`config.mk`:
```
export PLATFORM = sky130hd
export DESIGN_NAME = fifo_pair
export DESIGN_NICKNAME = d
export VERILOG_FILES = /design/src/rtl/fifo_pair_pkg.sv /design/src/rtl/fifo_pair_ctrl.sv /design/src/rtl/fifo_pair.sv
export SDC_FILE = /design/constraint.sdc
export NUM_CORES = 1
export LEC_CHECK = 0
export CAP_MARGIN = 15
export CORE_UTILIZATION = 50
export CTS_CLUSTER_SIZE = 10
export DETAILED_ROUTE_END_ITERATION = 8
export PLACE_DENSITY = 0.71
export SLEW_MARGIN = 10
export SYNTH_ARGS = -nofsm -noshare
export SYNTH_HDL_FRONTEND = slang
export SYNTH_HIERARCHICAL = 1
export SYNTH_SLANG_ARGS = --single-unit
export TNS_END_PERCENT = 1
```
`constraint.sdc`:
```
create_clock -name clk -period 5.8 [get_ports clk]
set_input_delay 1.16 -clock clk [delete_from_list [all_inputs] [get_ports clk]]
set_output_delay 1.16 -clock clk [all_outputs]
set_load 0.02 [all_outputs]
```
`src/rtl/fifo_pair_pkg.sv`:
```
// ============================================================================
// Module      : fifo_pair_pkg
// Description : Shared types for the PIO TX/RX FIFO pair: the {empty, full}
//               status word, the pool join mode enum and the join decode.
// Revision    : 1.0 - initial release
// ============================================================================
`default_nettype none

package fifo_pair_pkg;

    // empty occupies the MSB so the packed value reads as {empty, full}
    typedef struct packed {
        logic empty;
        logic full;
    } fifo_status;

    typedef enum logic [1:0] {
        JOIN_NONE = 2'd0,
        JOIN_TX   = 2'd1,
        JOIN_RX   = 2'd2
    } fifo_join_t;

    // The reserved encoding 3 folds onto JOIN_NONE, so switching between
    // 0 and 3 is not seen as a join change.
    function automatic fifo_join_t decode_join(input logic [1:0] mode);
        case (mode)
            2'd1:    decode_join = JOIN_TX;
            2'd2:    decode_join = JOIN_RX;
            default: decode_join = JOIN_NONE;
        endcase
    endfunction

endpackage

`default_nettype wire

```
`src/rtl/fifo_pair_ctrl.sv`:
```
// ============================================================================
// Module      : fifo_ctrl
// Description : Pointer/count controller for one FIFO living in a region of
//               the shared pool. Generates accepted push/pop strobes and the
//               absolute read/write addresses into the pool.
// Ports       : clk, rst        - clock, synchronous active-high reset
//               flush_i          - empty the FIFO, ignore this cycle's traffic
//               cap_i, base_i    - current capacity and region base address
//               push_en_i/pop_en_i, push_ok_o/pop_ok_o - requests / accepts
//               wr_addr_o, rd_addr_o - absolute pool addresses
//               count_o, status_o    - fill level and {empty, full}
//               overflow_o, underflow_o - sticky error flags
// Config      : FIFO_PAIR_ERROR_FLAGS_EN builds the sticky flag registers;
//               otherwise the flag outputs are tied 0.
// Revision    : 1.0 - initial release
// ============================================================================
`default_nettype none

module fifo_ctrl
    import fifo_pair_pkg::*;
#(
    parameter int DEPTH = 4,
    parameter int PW    = $clog2(2*DEPTH),
    parameter int CW    = $clog2(2*DEPTH) + 1
) (
    input  logic          clk,
    input  logic          rst,
    input  logic          flush_i,
    input  logic [CW-1:0] cap_i,
    input  logic [PW-1:0] base_i,
    input  logic          push_en_i,
    input  logic          pop_en_i,
    output logic          push_ok_o,
    output logic          pop_ok_o,
    output logic [PW-1:0] wr_addr_o,
    output logic [PW-1:0] rd_addr_o,
    output logic [CW-1:0] count_o,
    output fifo_status    status_o,
    output logic          overflow_o,
    output logic          underflow_o
);

    logic [PW-1:0] head_q, head_d;
    logic [PW-1:0] tail_q, tail_d;
    logic [CW-1:0] count_q, count_d;

    logic w_empty, w_full;
    logic w_push_ok, w_pop_ok;
    logic [PW-1:0] w_head_inc, w_tail_inc;

    // A zero-capacity FIFO has count 0 == cap 0, so it reads as empty and
    // full at once and every request is refused without special casing.
    assign w_empty   = (count_q == '0);
    assign w_full    = (count_q == cap_i);
    assign w_pop_ok  = pop_en_i & ~w_empty & ~flush_i;
    assign w_push_ok = push_en_i & (~w_full | w_pop_ok) & ~flush_i;

    // Pointers are region-relative and wrap at the current capacity.
    assign w_head_inc = ((CW'(head_q) + CW'(1)) >= cap_i) ? '0 : head_q + PW'(1);
    assign w_tail_inc = ((CW'(tail_q) + CW'(1)) >= cap_i) ? '0 : tail_q + PW'(1);

    always_comb begin
        head_d  = head_q;
        tail_d  = tail_q;
        count_d = count_q + CW'(w_push_ok) - CW'(w_pop_ok);
        if (w_pop_ok)  head_d = w_head_inc;
        if (w_push_ok) tail_d = w_tail_inc;
        if (flush_i) begin
            head_d  = '0;
            tail_d  = '0;
            count_d = '0;
        end
    end

    always_ff @(posedge clk) begin
        if (rst) begin
            head_q  <= '0;
            tail_q  <= '0;
            count_q <= '0;
        end else begin
            head_q  <= head_d;
            tail_q  <= tail_d;
            count_q <= count_d;
        end
    end

    assign push_ok_o = w_push_ok;
    assign pop_ok_o  = w_pop_ok;
    assign wr_addr_o = base_i + tail_q;
    assign rd_addr_o = base_i + head_q;
    assign count_o   = count_q;
    assign status_o  = '{empty: w_empty, full: w_full};

`ifdef FIFO_PAIR_ERROR_FLAGS_EN
    logic overflow_q, underflow_q;

    // Traffic during a flush is discarded, not refused, so it raises no flag.
    always_ff @(posedge clk) begin
        if (rst) begin
            overflow_q  <= 1'b0;
            underflow_q <= 1'b0;
        end else begin
            if (push_en_i & ~w_push_ok & ~flush_i) overflow_q  <= 1'b1;
            if (pop_en_i  & ~w_pop_ok  & ~flush_i) underflow_q <= 1'b1;
        end
    end

    assign overflow_o  = overflow_q;
    assign underflow_o = underflow_q;
`else
    assign overflow_o  = 1'b0;
    assign underflow_o = 1'b0;
`endif

endmodule

`default_nettype wire

```
`src/rtl/fifo_pair.sv`:
```
// ============================================================================
// Module      : fifo_pair
// Description : First-word-fall-through TX/RX FIFO pair sharing a 2*DEPTH
//               word pool, split evenly or joined into one direction.
// Ports       : clk, rst, join_mode, clear
//               tx_push_en/tx_data_in, tx_pop_en/tx_data_out
//               rx_push_en/rx_data_in, rx_pop_en/rx_data_out
//               tx/rx_status {empty, full}, tx/rx_count
//               tx/rx_overflow, tx/rx_underflow (sticky)
// Config      : FIFO_PAIR_ERROR_FLAGS_EN enables the sticky error flags.
// Revision    : 1.0 - initial release
// ============================================================================
`default_nettype none

module fifo_pair
    import fifo_pair_pkg::*;
#(
    parameter int WIDTH = 32,
    parameter int DEPTH = 4
) (
    input  logic                       clk,
    input  logic                       rst,
    input  logic [1:0]                 join_mode,
    input  logic                       clear,
    input  logic                       tx_push_en,
    input  logic [WIDTH-1:0]           tx_data_in,
    input  logic                       tx_pop_en,
    output logic [WIDTH-1:0]           tx_data_out,
    input  logic                       rx_push_en,
    input  logic [WIDTH-1:0]           rx_data_in,
    input  logic                       rx_pop_en,
    output logic [WIDTH-1:0]           rx_data_out,
    output fifo_status                 tx_status,
    output fifo_status                 rx_status,
    output logic [$clog2(2*DEPTH):0]   tx_count,
    output logic [$clog2(2*DEPTH):0]   rx_count,
    output logic                       tx_overflow,
    output logic                       rx_overflow,
    output logic                       tx_underflow,
    output logic                       rx_underflow
);

    localparam int PW = $clog2(2*DEPTH);
    localparam int CW = PW + 1;
    localparam logic [CW-1:0] C_CAP_HALF = CW'(DEPTH);
    localparam logic [CW-1:0] C_CAP_FULL = CW'(2*DEPTH);

    logic [WIDTH-1:0] mem [2*DEPTH];

    fifo_join_t    join_q;
    fifo_join_t    w_join_in;
    logic          w_flush;
    logic [CW-1:0] w_tx_cap, w_rx_cap;
    logic [PW-1:0] w_rx_base;

    logic          w_tx_push_ok, w_tx_pop_ok, w_rx_push_ok, w_rx_pop_ok;
    logic [PW-1:0] w_tx_wr, w_tx_rd, w_rx_wr, w_rx_rd;

    assign w_join_in = decode_join(join_mode);
    assign w_flush   = clear | (w_join_in != join_q);

    always_ff @(posedge clk) begin
        if (rst)          join_q <= JOIN_NONE;
        else if (w_flush) join_q <= w_join_in;
    end

    always_comb begin
        w_tx_cap  = C_CAP_HALF;
        w_rx_cap  = C_CAP_HALF;
        w_rx_base = PW'(DEPTH);
        case (join_q)
            JOIN_TX: begin
                w_tx_cap  = C_CAP_FULL;
                w_rx_cap  = '0;
                w_rx_base = '0;
            end
            JOIN_RX: begin
                w_tx_cap  = '0;
                w_rx_cap  = C_CAP_FULL;
                w_rx_base = '0;
            end
            default: ;
        endcase
    end

    fifo_ctrl #(.DEPTH(DEPTH)) u_tx_ctrl (
        .clk         (clk),
        .rst         (rst),
        .flush_i     (w_flush),
        .cap_i       (w_tx_cap),
        .base_i      ('0),
        .push_en_i   (tx_push_en),
        .pop_en_i    (tx_pop_en),
        .push_ok_o   (w_tx_push_ok),
        .pop_ok_o    (w_tx_pop_ok),
        .wr_addr_o   (w_tx_wr),
        .rd_addr_o   (w_tx_rd),
        .count_o     (tx_count),
        .status_o    (tx_status),
        .overflow_o  (tx_overflow),
        .underflow_o (tx_underflow)
    );

    fifo_ctrl #(.DEPTH(DEPTH)) u_rx_ctrl (
        .clk         (clk),
        .rst         (rst),
        .flush_i     (w_flush),
        .cap_i       (w_rx_cap),
        .base_i      (w_rx_base),
        .push_en_i   (rx_push_en),
        .pop_en_i    (rx_pop_en),
        .push_ok_o   (w_rx_push_ok),
        .pop_ok_o    (w_rx_pop_ok),
        .wr_addr_o   (w_rx_wr),
        .rd_addr_o   (w_rx_rd),
        .count_o     (rx_count),
        .status_o    (rx_status),
        .overflow_o  (rx_overflow),
        .underflow_o (rx_underflow)
    );

    // Regions are disjoint when split and the inactive side has zero
    // capacity when joined, so the two write ports never collide.
    always_ff @(posedge clk) begin
        if (w_tx_push_ok) mem[w_tx_wr] <= tx_data_in;
        if (w_rx_push_ok) mem[w_rx_wr] <= rx_data_in;
    end

    assign tx_data_out = tx_status.empty ? '0 : mem[w_tx_rd];
    assign rx_data_out = rx_status.empty ? '0 : mem[w_rx_rd];

endmodule

`default_nettype wire

```
==> impl_metrics.ini <==
[timing]
relSlewSlack = 0.300
fin_crit_sh = 0.842
whs_ps = 513
finalMaxSlewViolations = 0
rsz0062_at_grt = no
setup-tns-final_ps = 0
setup_viol = 0
clock.fmax_mhz = 205
finalHoldViolations = 0
period_needed_ps = 4880
worst_slew_pin_slew_ps = 1050
fin_worst_skew_ps = 18.8

[synth]
yosysTopAreaCell = edfxtp_1
synth-compound-area-share = 0.0138
synth_mux_area_frac = 0.378
synthTopCellsByCount = edfxtp_1, mux2_2, mux4_2, nor2_1, mux2i_1
yosysTopAreaCellShare = 0.454
yosysWarnings = 6
ys_seq_elements = 278
syn_area_um2 = 16900
synthXorXnorAreaFrac = 0.0124
synthTopCellsByArea = edfxtp_1, mux4_2, mux2_2
synthAdderAreaFrac = 0.0337
synth-edff-count = 256
synth-simple-area-share = 0.0456
synth_most_common_cell = edfxtp_1
synth_cells = 1106
synth_top_family_by_area = multiplexers
syn_area_per_cell_um2 = 15.3
synthArstFlopShare = 0
ys.flop_type = edfxtp_1
yosysSeqAreaShare = 0.480
ys_types = 49

[setup_path]
startpoint = u_rx_ctrl/head_q[1]$_SDFFE_PP0P_
cp.arrival_ps = 3720
r2r_end = mem[0][6]$_DFFE_PP_
rr_startpoint = join_q[0]$_SDFFE_PP0P_
worst-r2r-cell-count = 11
crit_type = reg2out
slowest_delay_ps = 570
cp.required_ps = 4640
critical-path-top-delay-family = buffers and inverters
critPathBufInv = 4
cp-end-kind = output pin
crit_slowest_cell = mux4_2
worstSetupStartpointType = flop
cp_max_fo = 22
setup.worst_path.end = rx_data_out[26]
worst-path-stages = 8
cp_cell_sequence = inv_1 > fa_1 > inv_4 > buf_4 > mux4_2 > mux2i_1 > nor2_1 > clkdlybuf4s50_1
r2r_slack_ps = 2070

[global_routing]
grt.total_usage = 0.252
grt_pass1_wl_um = 64200
grt_pass1_vias = 10800
antenna_found_initial = 0
grt_remaining_overflow = 0
grt_start_max_net_pins = 65

[cts]
clock_path_buffers = 3
root_buffer = clkbuf_16
post_cts_resized = 0
clk_latency_ps = 520
path_clk_slew_ps = 50
cts_tree = done
post_cts_buffers = 0
clock-sinks = 278
htree_levels = 2
hold_buffers = 0
numCtsBuffers = 35

[placement]
place.gp.congestion = 0.770
port-buffer-count = 148
hpwlAfterDp_um = 26900

[floorplan]
rows = 67
die_h_um = 186
io_pins = 153
fp.dieArea_um2 = 34600
fp.coreArea_um2 = 33400
initial_core_util = 0.506
die_w_um = 186

[detailed_routing]
wl_um = 42400
vias_per_cell = 6.15
dr.first_iter.drc_count = 836
wl_per_cell_um = 24.6
drcViolationCount = 0
vias = 10600
final_antenna_net_count = 0
drt_first_pass_iters = 5

[pwr]
vdd_ir_drop_max_mv = 0.195
pwr_density_cell_nw_per_um2 = 238
leakagePower_nw = 6.91

[cells_and_area]
antenna_cells = 0
final_nets = 1378
synthToLayoutAreaGrowth_pct = 18.7
fill_cells = 2531
layout-drive-gt1-share = 0.377

[min_path]
hold_start = u_rx_ctrl/tail_q[1]$_SDFFE_PP0P_
hp-class = reg2reg

[run]
maxCapViolations = 0

[outcome]
status = finished, final reports clean
-- power breakdown --
group	internal [W]	total (W)	switching, W
Sequential	0.00223	0.00224	0.0000133
Clock	0.00116	0.00196	0.000800
Combinational	0.000291	0.000578	0.000287
Total	0.00368	0.00478	0.00110
-- state kept, by name, indices dropped and copies added, names as in the netlist --
| signal | count |
|---|---|
| mem | 256 |
| u_rx_ctrl/count_o | 4 |
| u_tx_ctrl/count_o | 4 |
| u_rx_ctrl/head_q | 3 |
| u_rx_ctrl/tail_q | 3 |
| u_tx_ctrl/head_q | 3 |
| u_tx_ctrl/tail_q | 3 |
| join_q | 2 |
-- cells by family after synthesis --
logic type | count (synthesis)
fa+ha+maj | 42
buf+inv | 120
compound gates | 35
xor+xnor | 24
flops | 278
other cells | 3
simple gates | 156
mux | 448
-- cell usage in the layout (no fill, tap or decap), types with 6 or more instances in the layout --
cell type / n
mux2i_1: 64
edfxtp_1: 256
fa_1: 6
clkdlybuf4s50_1: 148
conb_1: 22
nor2_1: 80
nand3_1: 8
mux4_2: 128
and3_1: 6
xor2_1: 18
o21ai_0: 6
nand2b_1: 7
buf_12: 9
nand2_1: 11
clkbuf_16: 36
buf_4: 21
ha_1: 34
dfxtp_1: 22
nor3_1: 6
mux2_2: 252
nor2b_1: 6
inv_1: 40
-- stage by stage --
| step | std cells | area (µm²) | setup slack, ps | util | power [W] |
|---|---|---|---|---|---|
| 2_1_floorplan | 1125 | 17000 | 462 | - | 0.00265 |
| 3_3_place_gp | 1673 | 19100 | 895 | 0.570 | 0.00285 |
| 3_5_place_dp | 1673 | 19100 | 822 | 0.570 | 0.00286 |
| 4_1_cts | 1722 | 20100 | 859 | 0.600 | 0.00481 |
| 5_1_grt | 1723 | 20100 | 691 | 0.601 | 0.00492 |
| 6_report | 1723 | 20100 | 915 | 0.601 | 0.00478 |
-- layer usage --
metal	wire (µm)	track usage
met5	0	0
met4	782	0.0620
met3	2350	0.0297
met2	21000	0.423
met1	18300	0.350
-- tightest hold or removal path, stage by stage, from the launching register on --
cell and delay [ps]:
dfxtp_1 330, nand3_1 70, o21ai_0 60
-- layout make-up --
cell class | count | area [µm²] | share of cell area
multi-input combinational | 727 | 8400 | 0.418
sequential | 278 | 8130 | 0.405
timing repair buffer | 179 | 1850 | 0.0919
clock buffer | 40 | 916 | 0.0456
tap | 448 | 561 | 0.0279
inverter | 42 | 163 | 0.00810
clock inverter | 9 | 80.1 | 0.00399
-- how the worst min path moves through the flow --
stage,slack [ps],endpoint,cells after the start
3_5_place_dp,510,u_rx_ctrl/tail_q[1]$_SDFFE_PP0P_,2
6_report,510,u_rx_ctrl/tail_q[1]$_SDFFE_PP0P_,2
3_3_place_gp,500,u_rx_ctrl/tail_q[1]$_SDFFE_PP0P_,2
4_1_cts,510,u_rx_ctrl/tail_q[1]$_SDFFE_PP0P_,2
5_1_grt,530,u_rx_ctrl/tail_q[1]$_SDFFE_PP0P_,2
2_1_floorplan,470,u_rx_ctrl/tail_q[1]$_SDFFE_PP0P_,2
Power figures use the tool's default switching activity.
